===== src/rtl/fifo_pkg.sv =====
// Shared types and helpers for the fifo_v4 buffering element.
package fifo_pkg;

    typedef struct packed {
        logic full;
        logic empty;
        logic almost_full;
        logic almost_empty;
        logic overflow;
        logic underflow;
    } fifo_status_t;

    function automatic int unsigned cnt_width(input int unsigned depth);
        return $clog2(depth + 1);
    endfunction

endpackage


===== src/rtl/fifo_v4_mem.sv =====
// Register-array storage for fifo_v4: one write port, one asynchronous read port.
module fifo_v4_mem #(
    parameter int unsigned DATA_WIDTH = 32,
    parameter int unsigned DEPTH      = 8,
    parameter int unsigned ADDR_W     = $clog2(DEPTH)
) (
    input  logic                  clk_i,
    input  logic                  we_i,
    input  logic [ADDR_W-1:0]     waddr_i,
    input  logic [DATA_WIDTH-1:0] wdata_i,
    input  logic [ADDR_W-1:0]     raddr_i,
    output logic [DATA_WIDTH-1:0] rdata_o
);

    logic [DATA_WIDTH-1:0] mem_q [DEPTH];

    // Storage is intentionally not reset.
    always_ff @(posedge clk_i) begin
        if (we_i) begin
            mem_q[waddr_i] <= wdata_i;
        end
    end

    assign rdata_o = mem_q[raddr_i];

endmodule


===== src/rtl/fifo_v4.sv =====
// Synchronous FIFO with occupancy count, threshold flags, sticky errors and optional fall-through.
module fifo_v4
    import fifo_pkg::*;
#(
    parameter bit          FALL_THROUGH = 1'b0,
    parameter int unsigned DATA_WIDTH   = 32,
    parameter int unsigned DEPTH        = 8,
    parameter int unsigned AF_THRESH    = DEPTH - 1,
    parameter int unsigned AE_THRESH    = 1,
    parameter int unsigned CNT_W        = cnt_width(DEPTH)
) (
    input  logic                  clk_i,
    input  logic                  rst_i,
    input  logic                  flush_i,
    input  logic                  clr_err_i,
    input  logic [DATA_WIDTH-1:0] data_i,
    input  logic                  push_i,
    input  logic                  pop_i,
    output logic [DATA_WIDTH-1:0] data_o,
    output logic                  full_o,
    output logic                  empty_o,
    output logic                  almost_full_o,
    output logic                  almost_empty_o,
    output logic [CNT_W-1:0]      usage_o,
    output logic                  overflow_o,
    output logic                  underflow_o
);

    localparam int unsigned PtrW = $clog2(DEPTH);

    logic [PtrW-1:0]       wptr_q, wptr_d, rptr_q, rptr_d;
    logic [CNT_W-1:0]      count_q, count_d;
    logic                  ovf_q, ovf_d, udf_q, udf_d;
    logic                  is_empty, is_full, ft_bypass;
    logic                  push_acc, pop_acc, ovf_err, udf_err;
    logic [DATA_WIDTH-1:0] rd_data;
    fifo_status_t          status;

    always_comb begin
        is_empty  = (count_q == '0);
        is_full   = (count_q == CNT_W'(DEPTH));
        // Push and pop on an empty fall-through FIFO pass data straight through.
        ft_bypass = FALL_THROUGH && is_empty && push_i && pop_i;
        push_acc  = push_i && (!is_full || pop_i) && !ft_bypass && !flush_i;
        pop_acc   = pop_i && !is_empty && !flush_i;
        ovf_err   = push_i && is_full && !pop_i && !flush_i;
        udf_err   = pop_i && is_empty && !(FALL_THROUGH && push_i) && !flush_i;
    end

    always_comb begin
        wptr_d  = wptr_q;
        rptr_d  = rptr_q;
        count_d = count_q + CNT_W'(push_acc) - CNT_W'(pop_acc);
        if (push_acc) begin
            wptr_d = (wptr_q == PtrW'(DEPTH - 1)) ? '0 : wptr_q + 1'b1;
        end
        if (pop_acc) begin
            rptr_d = (rptr_q == PtrW'(DEPTH - 1)) ? '0 : rptr_q + 1'b1;
        end
        if (flush_i) begin
            wptr_d  = '0;
            rptr_d  = '0;
            count_d = '0;
        end
        // A new error in the same cycle as a clear leaves the flag set.
        ovf_d = clr_err_i ? 1'b0 : ovf_q;
        udf_d = clr_err_i ? 1'b0 : udf_q;
        if (ovf_err) ovf_d = 1'b1;
        if (udf_err) udf_d = 1'b1;
    end

    always_ff @(posedge clk_i) begin
        if (rst_i) begin
            wptr_q  <= '0;
            rptr_q  <= '0;
            count_q <= '0;
            ovf_q   <= 1'b0;
            udf_q   <= 1'b0;
        end else begin
            wptr_q  <= wptr_d;
            rptr_q  <= rptr_d;
            count_q <= count_d;
            ovf_q   <= ovf_d;
            udf_q   <= udf_d;
        end
    end

    fifo_v4_mem #(
        .DATA_WIDTH (DATA_WIDTH),
        .DEPTH      (DEPTH),
        .ADDR_W     (PtrW)
    ) u_mem (
        .clk_i   (clk_i),
        .we_i    (push_acc),
        .waddr_i (wptr_q),
        .wdata_i (data_i),
        .raddr_i (rptr_q),
        .rdata_o (rd_data)
    );

    always_comb begin
        status.full         = is_full;
        status.empty        = is_empty && !(FALL_THROUGH && push_i);
        status.almost_full  = 32'(count_q) >= AF_THRESH;
        status.almost_empty = 32'(count_q) <= AE_THRESH;
        status.overflow     = ovf_q;
        status.underflow    = udf_q;
    end

    assign data_o         = (FALL_THROUGH && is_empty) ? data_i : rd_data;
    assign full_o         = status.full;
    assign empty_o        = status.empty;
    assign almost_full_o  = status.almost_full;
    assign almost_empty_o = status.almost_empty;
    assign usage_o        = count_q;
    assign overflow_o     = status.overflow;
    assign underflow_o    = status.underflow;

endmodule


===== config.mk =====
export PLATFORM = sky130hd
export DESIGN_NAME = fifo_v4
export DESIGN_NICKNAME = d
export VERILOG_FILES = /design/src/rtl/fifo_pkg.sv /design/src/rtl/fifo_v4_mem.sv /design/src/rtl/fifo_v4.sv
export SDC_FILE = /design/constraint.sdc
export NUM_CORES = 1
export LEC_CHECK = 0
export BUFFER_PORTS_ARGS = -buffer_cell sky130_fd_sc_hd__buf_2
export CORE_MARGIN = 2
export CORE_UTILIZATION = 40
export CTS_BUF_LIST = sky130_fd_sc_hd__clkbuf_8
export CTS_CLUSTER_SIZE = 40
export DETAILED_ROUTE_END_ITERATION = 10
export PLACE_DENSITY = 0.57
export SLEW_MARGIN = 40
export SYNTH_ARGS = -nofsm -noshare
export SYNTH_HDL_FRONTEND = slang
export SYNTH_SLANG_ARGS = --single-unit
export TNS_END_PERCENT = 10

===== constraint.sdc =====
create_clock -name clk_i -period 14.3 [get_ports clk_i]
set_input_delay 3.575 -clock clk_i [delete_from_list [all_inputs] [get_ports clk_i]]
set_output_delay 3.575 -clock clk_i [all_outputs]
set_load 0.05 [all_outputs]

==> metrics.md, run 1 <==
| Metric | Value |
|---|---|
| Initial DRC count | `286` |
| Share of layout cells above drive strength 1 | `between 30% and 40%` |
| Hold Crit Class | `flip-flop to flip-flop` |
| Routed len/inst | `21.5 µm` |
| Synth Area in XOR/XNOR | `less than 1%` |
| CP endpoint kind | `output pin` |
| Total wire length | `between 20000 and 25000 µm` |
| I/O Buffers | `79` |
| Largest net degree at the start of global routing | `47` |
| Tcrit/Tclk final | `45.0%` |
| Post-synthesis compound-gate area fraction | `0.612%` |
| Skew-Pair Late Insertion Delay | `530 ps` |
| Async set-reset flop share out of synthesis | `0%` |
| Htree depth | `2` |
| Multi-input logic area | `2520 µm²` |
| Die area | `~28000 µm²` |
| Post-cts sizing count | `0` |
| Slew margin rel. | `49.8%` |
| R2R setup slack | `11480 ps` |
| Ant diodes | `0` |
| TritonRoute pass-1 iters | `4` |
| GP Congestion | `0.756` |
| Max-Cap Viols | `0` |
| CP max FO | `38` |
| # IOs | `80` |
| Max Freq | `155 MHz` |
| Core Region | `26100 µm²` |
| Commonest non-fill, non-tap cell in the layout | `edfxtp_1` |
| Post-synth EDFFs | `256` |
| Synth Warn # | `0` |
| DP HPWL | `~12000 µm` |
| Setup TNS | `0 ps` |
| Synth Area in Simple Gates | `1.98%` |
| Power per cell area | `126 nW/µm²` |
| Reg area | `7990 µm²` |
| Finish-stage setup viols | `0` |
| Site Rows | `59` |
| Number of buffers added for setup after CTS | `0` |
| Final hold violation count | `0` |
| Post-Synthesis Cells | `about 460` |
| Worst-path clk slew | `60 ps` |
| Register area share after synthesis | `75.2%` |
| Crit path time final | `6440 ps` |
| Num CTS Buffers | `44` |
| Top FF cell, synth | `edfxtp_1` |
| Static leakage | `between 4 and 5 nW` |
| Nets | `636` |
| Worst-Margin Slew | `roughly 750 ps` |
| Critical Path Sink | `data_o[25]` |
| Setup WS pre-CTS | `about 8300 ps` |
| Max VDD drop | `0.0867 mV` |
| Vias in the first global route | `5385` |
| Mux share of post-synthesis cell area | `18.9%` |
| All-layer global routing usage | `14.9%` |
| Antenna violations before repair | `0` |
| Crit Reg-Reg Endpoint | `usage_o[2]` |
| Die H | `167 µm` |
| Clock root buffer | `clkbuf_8` |
| Gr ovfl total | `0` |
| First-pass GRT wire length | `31700 µm` |
| Flops & latches, synth | `271` |
| Req. time, crit path | `10720 ps` |
| Mapped cell area | `10600 µm²` |
| Status | `finished, final reports clean` |
| Worst EP arrival | `2870 ps` |
| Post-route ant nets | `0` |
| Slew Limit Fails | `0` |
| Synthesis-to-layout area growth | `15.5%` |
| R2R depth | `11` |
| Vias per inst | `5.21` |
| Die width | `about 170 µm` |
| Clock Path Buffers | `3` |
| Fill cell count | `2159` |
| Post-CTS Hold Fix Bufs | `0` |
| Syn nets | `514` |
| Synth Area in Adders | `1.60%` |
| Post-synthesis cell type count | `38` |
| Most frequent cells in the layout | `edfxtp_1 (256), buf_2 (79), clkbuf_8 (45), mux4_2 (37), mux4_1 (27)` |
| Setup ws final | `7860 ps` |
| Unrepaired setup endpoints after global routing | `no` |
| Starting Density | `40.8%` |
| Mean Syn Cell Area | `23.0 µm²` |
| Worst Skew | `about 12 ps` |
| Clk sinks | `271` |
| CTS tree | `yes` |
| DR vias | `about 5000` |
| Drt drc | `0` |
| Critical R2R Launch | `usage_o[2]` |
| Crit Path Class | `flip-flop to output pin` |
| Type of element launching the critical path | `flip-flop` |
| Main combinational cell family by area after synthesis | `multiplexers` |
-- registers in the layout, indices dropped and copies added, names as in the netlist, named ones only --
register and cells:
overflow_o 1, rptr_q 3, u_mem.mem_q 256, underflow_o 1, usage_o 4, wptr_q 3
-- synthesized netlist by cell type, types with 2 or more instances --
library cell / number / area, µm²
mux2_4: 15 / 225
nand3_1: 2 / 10.0
dfxtp_1: 15 / 300
buf_2: 5 / 25.0
mux4_2: 37 / 833
buf_1: 6 / 22.5
mux4_1: 27 / 709
a21oi_1: 3 / 15.0
nor4b_1: 2 / 17.5
inv_1: 9 / 33.8
nand2_1: 10 / 37.5
ha_1: 12 / 150
mux2_2: 17 / 191
a21boi_0: 2 / 15.0
nor3b_1: 4 / 30.0
o21ai_0: 2 / 10.0
edfxtp_1: 256 / 7690
mux2i_1: 5 / 50.1
nor2_1: 6 / 22.5
nor3_1: 4 / 20.0
buf_6: 6 / 67.6
a32oi_1: 2 / 17.5
-- report_power, final --
| part | leakage, nW | switching, mW | internal (mW) |
|---|---|---|---|
| Clock | 0.445 | 0.284 | 0.309 |
| Sequential | 2.44 | 0.00307 | 0.875 |
| Combinational | 1.22 | 0.0496 | 0.0219 |
-- worst min path at each step --
stage | slack (ps) | cells after the start | to | from
3_3_place_gp | 480 | 2 | underflow_o | underflow_o
6_report | 490 | 2 | flip-flop | rptr_q[2]
4_1_cts | 490 | 2 | flip-flop | rptr_q[2]
2_1_floorplan | 450 | 2 | flip-flop | rptr_q[2]
3_5_place_dp | 480 | 2 | overflow_o | overflow_o
5_1_grt | 530 | 2 | flip-flop | rptr_q[2]
-- through the flow --
step           util (%)  hold WS, ps  cell area (µm²)  power [mW]  cells
6_report           47.1          488            12300        1.54    951
5_1_grt            47.1          526            12300        1.60    951
4_1_cts            47.1          491            12300        1.56    951
3_5_place_dp       44.1          476            11500       0.966    874
3_3_place_gp       44.1          478            11500       0.964    874
2_1_floorplan         -          455            10600       0.939    463
-- logic make-up after synthesis --
kind of cell / count (synthesis)
DFF: 271
muxes: 101
AOI/OAI and AO/OA: 10
xor gates and xnor gates: 1
buffers and inverters: 29
and+or+nand+nor: 38
adders and majority gates: 13
-- routing by layer --
metal	vias to the layer above	global-route usage (%)	wire length [µm]
met5	-	0	0
met4	0	4.35	365
met3	36	3.37	977
met2	126	25.0	10200
met1	2587	19.7	8840
li1	2204	-	-
-- critical path, cell delays in order (launching register included) --
cell and delay, ps:
dfxtp_2 810, buf_4 590, mux4_2 380, mux2_2 310, buf_2 220
-- final cells by class --
class,instances,area share [%]
timing repair buffer,96,4.29
tap,335,3.41
clock buffer,45,5.05
clock inverter,32,1.28
multi-input combinational,163,20.6
inverter,9,0.275
sequential,271,65.1
No activity file was read; power rests on OpenSTA's default activity.
==> run 2: changes to the inputs <==
--- a/config.mk
+++ b/config.mk
@@ -5,6 +5,7 @@
 export SDC_FILE = /design/constraint.sdc
 export NUM_CORES = 1
 export LEC_CHECK = 0
+export ABC_AREA = 1
 export BUFFER_PORTS_ARGS = -buffer_cell sky130_fd_sc_hd__buf_2
 export CORE_MARGIN = 2
 export CORE_UTILIZATION = 40
==> constraint.sdc (replaced) <==
create_clock -name clk_i -period 6.6 [get_ports clk_i]
set_input_delay 1.65 -clock clk_i [delete_from_list [all_inputs] [get_ports clk_i]]
set_output_delay 1.65 -clock clk_i [all_outputs]
set_load 0.05 [all_outputs]
==> metrics.md, run 2 <==
| Metric | Value |
|---|---|
| CP max FO | `96` |
| I/O Buffers | `79` |
| Tcrit/Tclk final | `68.6%` |
| Core Region | `28900 µm²` |
| CP endpoint kind | `output pin` |
| Top cell type's share of synthesized area | `65.1%` |
| Most area-consuming cells after synthesis | `edfxtp_1 (65%), nand2_1 (16%), inv_1 (6.9%), nand3_1 (4.5%), dfxtp_1 (2.5%)` |
| Clk sinks | `271` |
| Die area | `30900 µm²` |
| Crit Path Class | `flip-flop to output pin` |
| Max Freq | `221 MHz` |
| Site Rows | `62` |
| Synth Warn # | `0` |
| Post-route ant nets | `0` |
| Power per cell area | `258 nW/µm²` |
| Antenna violations before repair | `3` |
| Req. time, crit path | `4950 ps` |
| Initial DRC count | `486` |
| Mean Syn Cell Area | `around 9.9 µm²` |
| Number of buffers added for setup after CTS | `0` |
| Setup ws final | `2080 ps` |
| Unrepaired setup endpoints after global routing | `no` |
| Leading area contributor after synthesis | `edfxtp_1` |
| Hold Crit Class | `flip-flop to flip-flop` |
| Layout Cell Area excl Fill | `13500 µm²` |
| DR vias | `7741` |
| Status | `finished, final reports clean` |
| Register area share after synthesis | `between 60% and 70%` |
| Syn nets | `1247` |
| Number of flip-flops in the largest register | `around 260` |
| Routed len/inst | `14.7 µm` |
| Total wire length | `25200 µm` |
| GP Congestion | `0.720` |
| Skew-Pair Late Insertion Delay | `550 ps` |
| Starting Density | `40.9%` |
| Reg with most FFs | `u_mem.mem_q` |
| Crit path time final | `4520 ps` |
| Die width | `176 µm` |
| Final hold violation count | `0` |
| Htree depth | `2` |
| Nets | `1339` |
| Fill cell count | `about 2800` |
| Mapped cell area | `11800 µm²` |
| All-layer global routing usage | `16.5%` |
| CTS tree | `yes` |
| # IOs | `80` |
| Post-Synthesis Cells | `between 1000 and 1500` |
| Largest net degree at the start of global routing | `97` |
| Setup TNS | `0 ps` |
| Finish-stage setup viols | `0` |
| Top FF cell, synth | `edfxtp_1` |
| Static leakage | `around 6.1 nW` |
| Clock root buffer | `clkbuf_8` |
| Flops & latches, synth | `271` |
| Design Power | `3.48 mW` |
| TritonRoute pass-1 iters | `7` |
| Max-Cap Viols | `0` |
| Type of element launching the critical path | `flip-flop` |
| First-pass GRT wire length | `39600 µm` |
| Post-synthesis cell type count | `22` |
| Die H | `approximately 180 µm` |
| Synthesis-to-layout area growth | `14.0%` |
| Share of layout cells above drive strength 1 | `12.1%` |
| Slew margin rel. | `43.9%` |
| Vias in the first global route | `approximately 7400` |
| Post-CTS Hold Fix Bufs | `0` |
| Post-synth EDFFs | `256` |
| Area after DPL | `12600 µm²` |
| Most frequent cells after synthesis | `nand2_1 (502), edfxtp_1 (256), inv_1 (216)` |
| Most common cell in the netlist | `nand2_1` |
| Most frequent cells in the layout | `nand2_1 (502), edfxtp_1 (256), inv_1 (241), nand3_1 (105), buf_2 (79)` |
| Slew Limit Fails | `0` |
| Num CTS Buffers | `46` |
| Drt drc | `0` |
| Post-cts sizing count | `0` |
| DP HPWL | `13500 µm` |
| Max VDD drop | `roughly 0.16 mV` |
| Clock Path Buffers | `3` |
| Vias per inst | `about 4.5` |
| Worst-path clk slew | `60 ps` |
| Setup WS pre-CTS | `2610 ps` |
| Gr ovfl total | `0` |
| Async set-reset flop share out of synthesis | `0%` |
| Worst Skew | `19.4 ps` |
| Worst EP arrival | `2870 ps` |
| Worst-Margin Slew | `842 ps` |
| Commonest non-fill, non-tap cell in the layout | `nand2_1` |
[run 2: cell types whose count changed after synthesis, sizes merged, moves of 17 or more]
cell	change
nor2	+17
nand2	+491
inv	+208
buf	+22
mux4	-64
nand3	+103
mux2	-32
[run 2: worst max-delay path, stage by stage (launching register included)]
cell and delay [ps]:
dfxtp_4 500, inv_6 560, buf_4 480, nand2_1 90, nand2_1 70, nand2_1 50, nand2_1 80, nand2_1 50
nand2_1 90, buf_2 250
[run 2: report_power, final]
| part | leakage (nW) | internal (mW) | switching [mW] | total (mW) |
|---|---|---|---|---|
| Sequential | 2.44 | 1.90 | 0.00862 | 1.91 |
| Combinational | 3.18 | 0.0539 | 0.179 | 0.233 |
| Clock | 0.517 | 0.692 | 0.643 | 1.34 |
[run 2: cell type report]
cell class | instances | area (µm²) | share of cell area [%]
Sequential cell | 271 | 8000 | 59.4
Inverter | 217 | 821 | 6.10
Multi-Input combinational cell | 660 | 2830 | 21.1
Clock inverter | 35 | 134 | 0.995
Timing Repair Buffer | 92 | 497 | 3.69
Clock buffer | 50 | 688 | 5.11
Tap cell | 384 | 480 | 3.57
Antenna cell | 2 | 5.00 | 0.0372
[run 2: layer usage]
layer  wire length [µm]  GRT usage (%)
met4                486           4.79
met5                 13              0
met2              12200           28.2
met1              11400           21.7
met3               1070           2.90
[run 2: per-stage QoR]
step / hold slack (ps) / cells / util (%)
2_1_floorplan: 483 / 1196 / -
3_3_place_gp: 451 / 1624 / 43.7
3_5_place_dp: 453 / 1624 / 43.8
4_1_cts: 462 / 1709 / 46.6
5_1_grt: 495 / 1710 / 46.6
6_report: 459 / 1711 / 46.6
[run 2: cell families (layout without fill, tap and decap cells)]
| family | Yosys count | after routing | synth area share (%) |
|---|---|---|---|
| buffers and inverters | 265 | 394 | 8.84 |
| adders and majority gates | 13 | 13 | 1.44 |
| and+or+nand+nor | 634 | 634 | 21.4 |
| xor gates and xnor gates | 1 | 1 | 0.0742 |
| AOI/OAI and AO/OA | 12 | 12 | 0.530 |
| DFF | 271 | 271 | 67.7 |
| other | 0 | 2 | 0 |
[run 2: path summary, 6_finish.rpt]
kind / cells past startpoint / slack [ps] / from / to
worst min-delay path: 2 / 460 / overflow_o / overflow_o
worst min register to register: 2 / 460 / overflow_o / overflow_o
worst max register to register: 8 / 3870 / usage_o[2] / u_mem.mem_q[6][20]
worst max-delay path: 9 / 2080 / flip-flop / data_o[14]
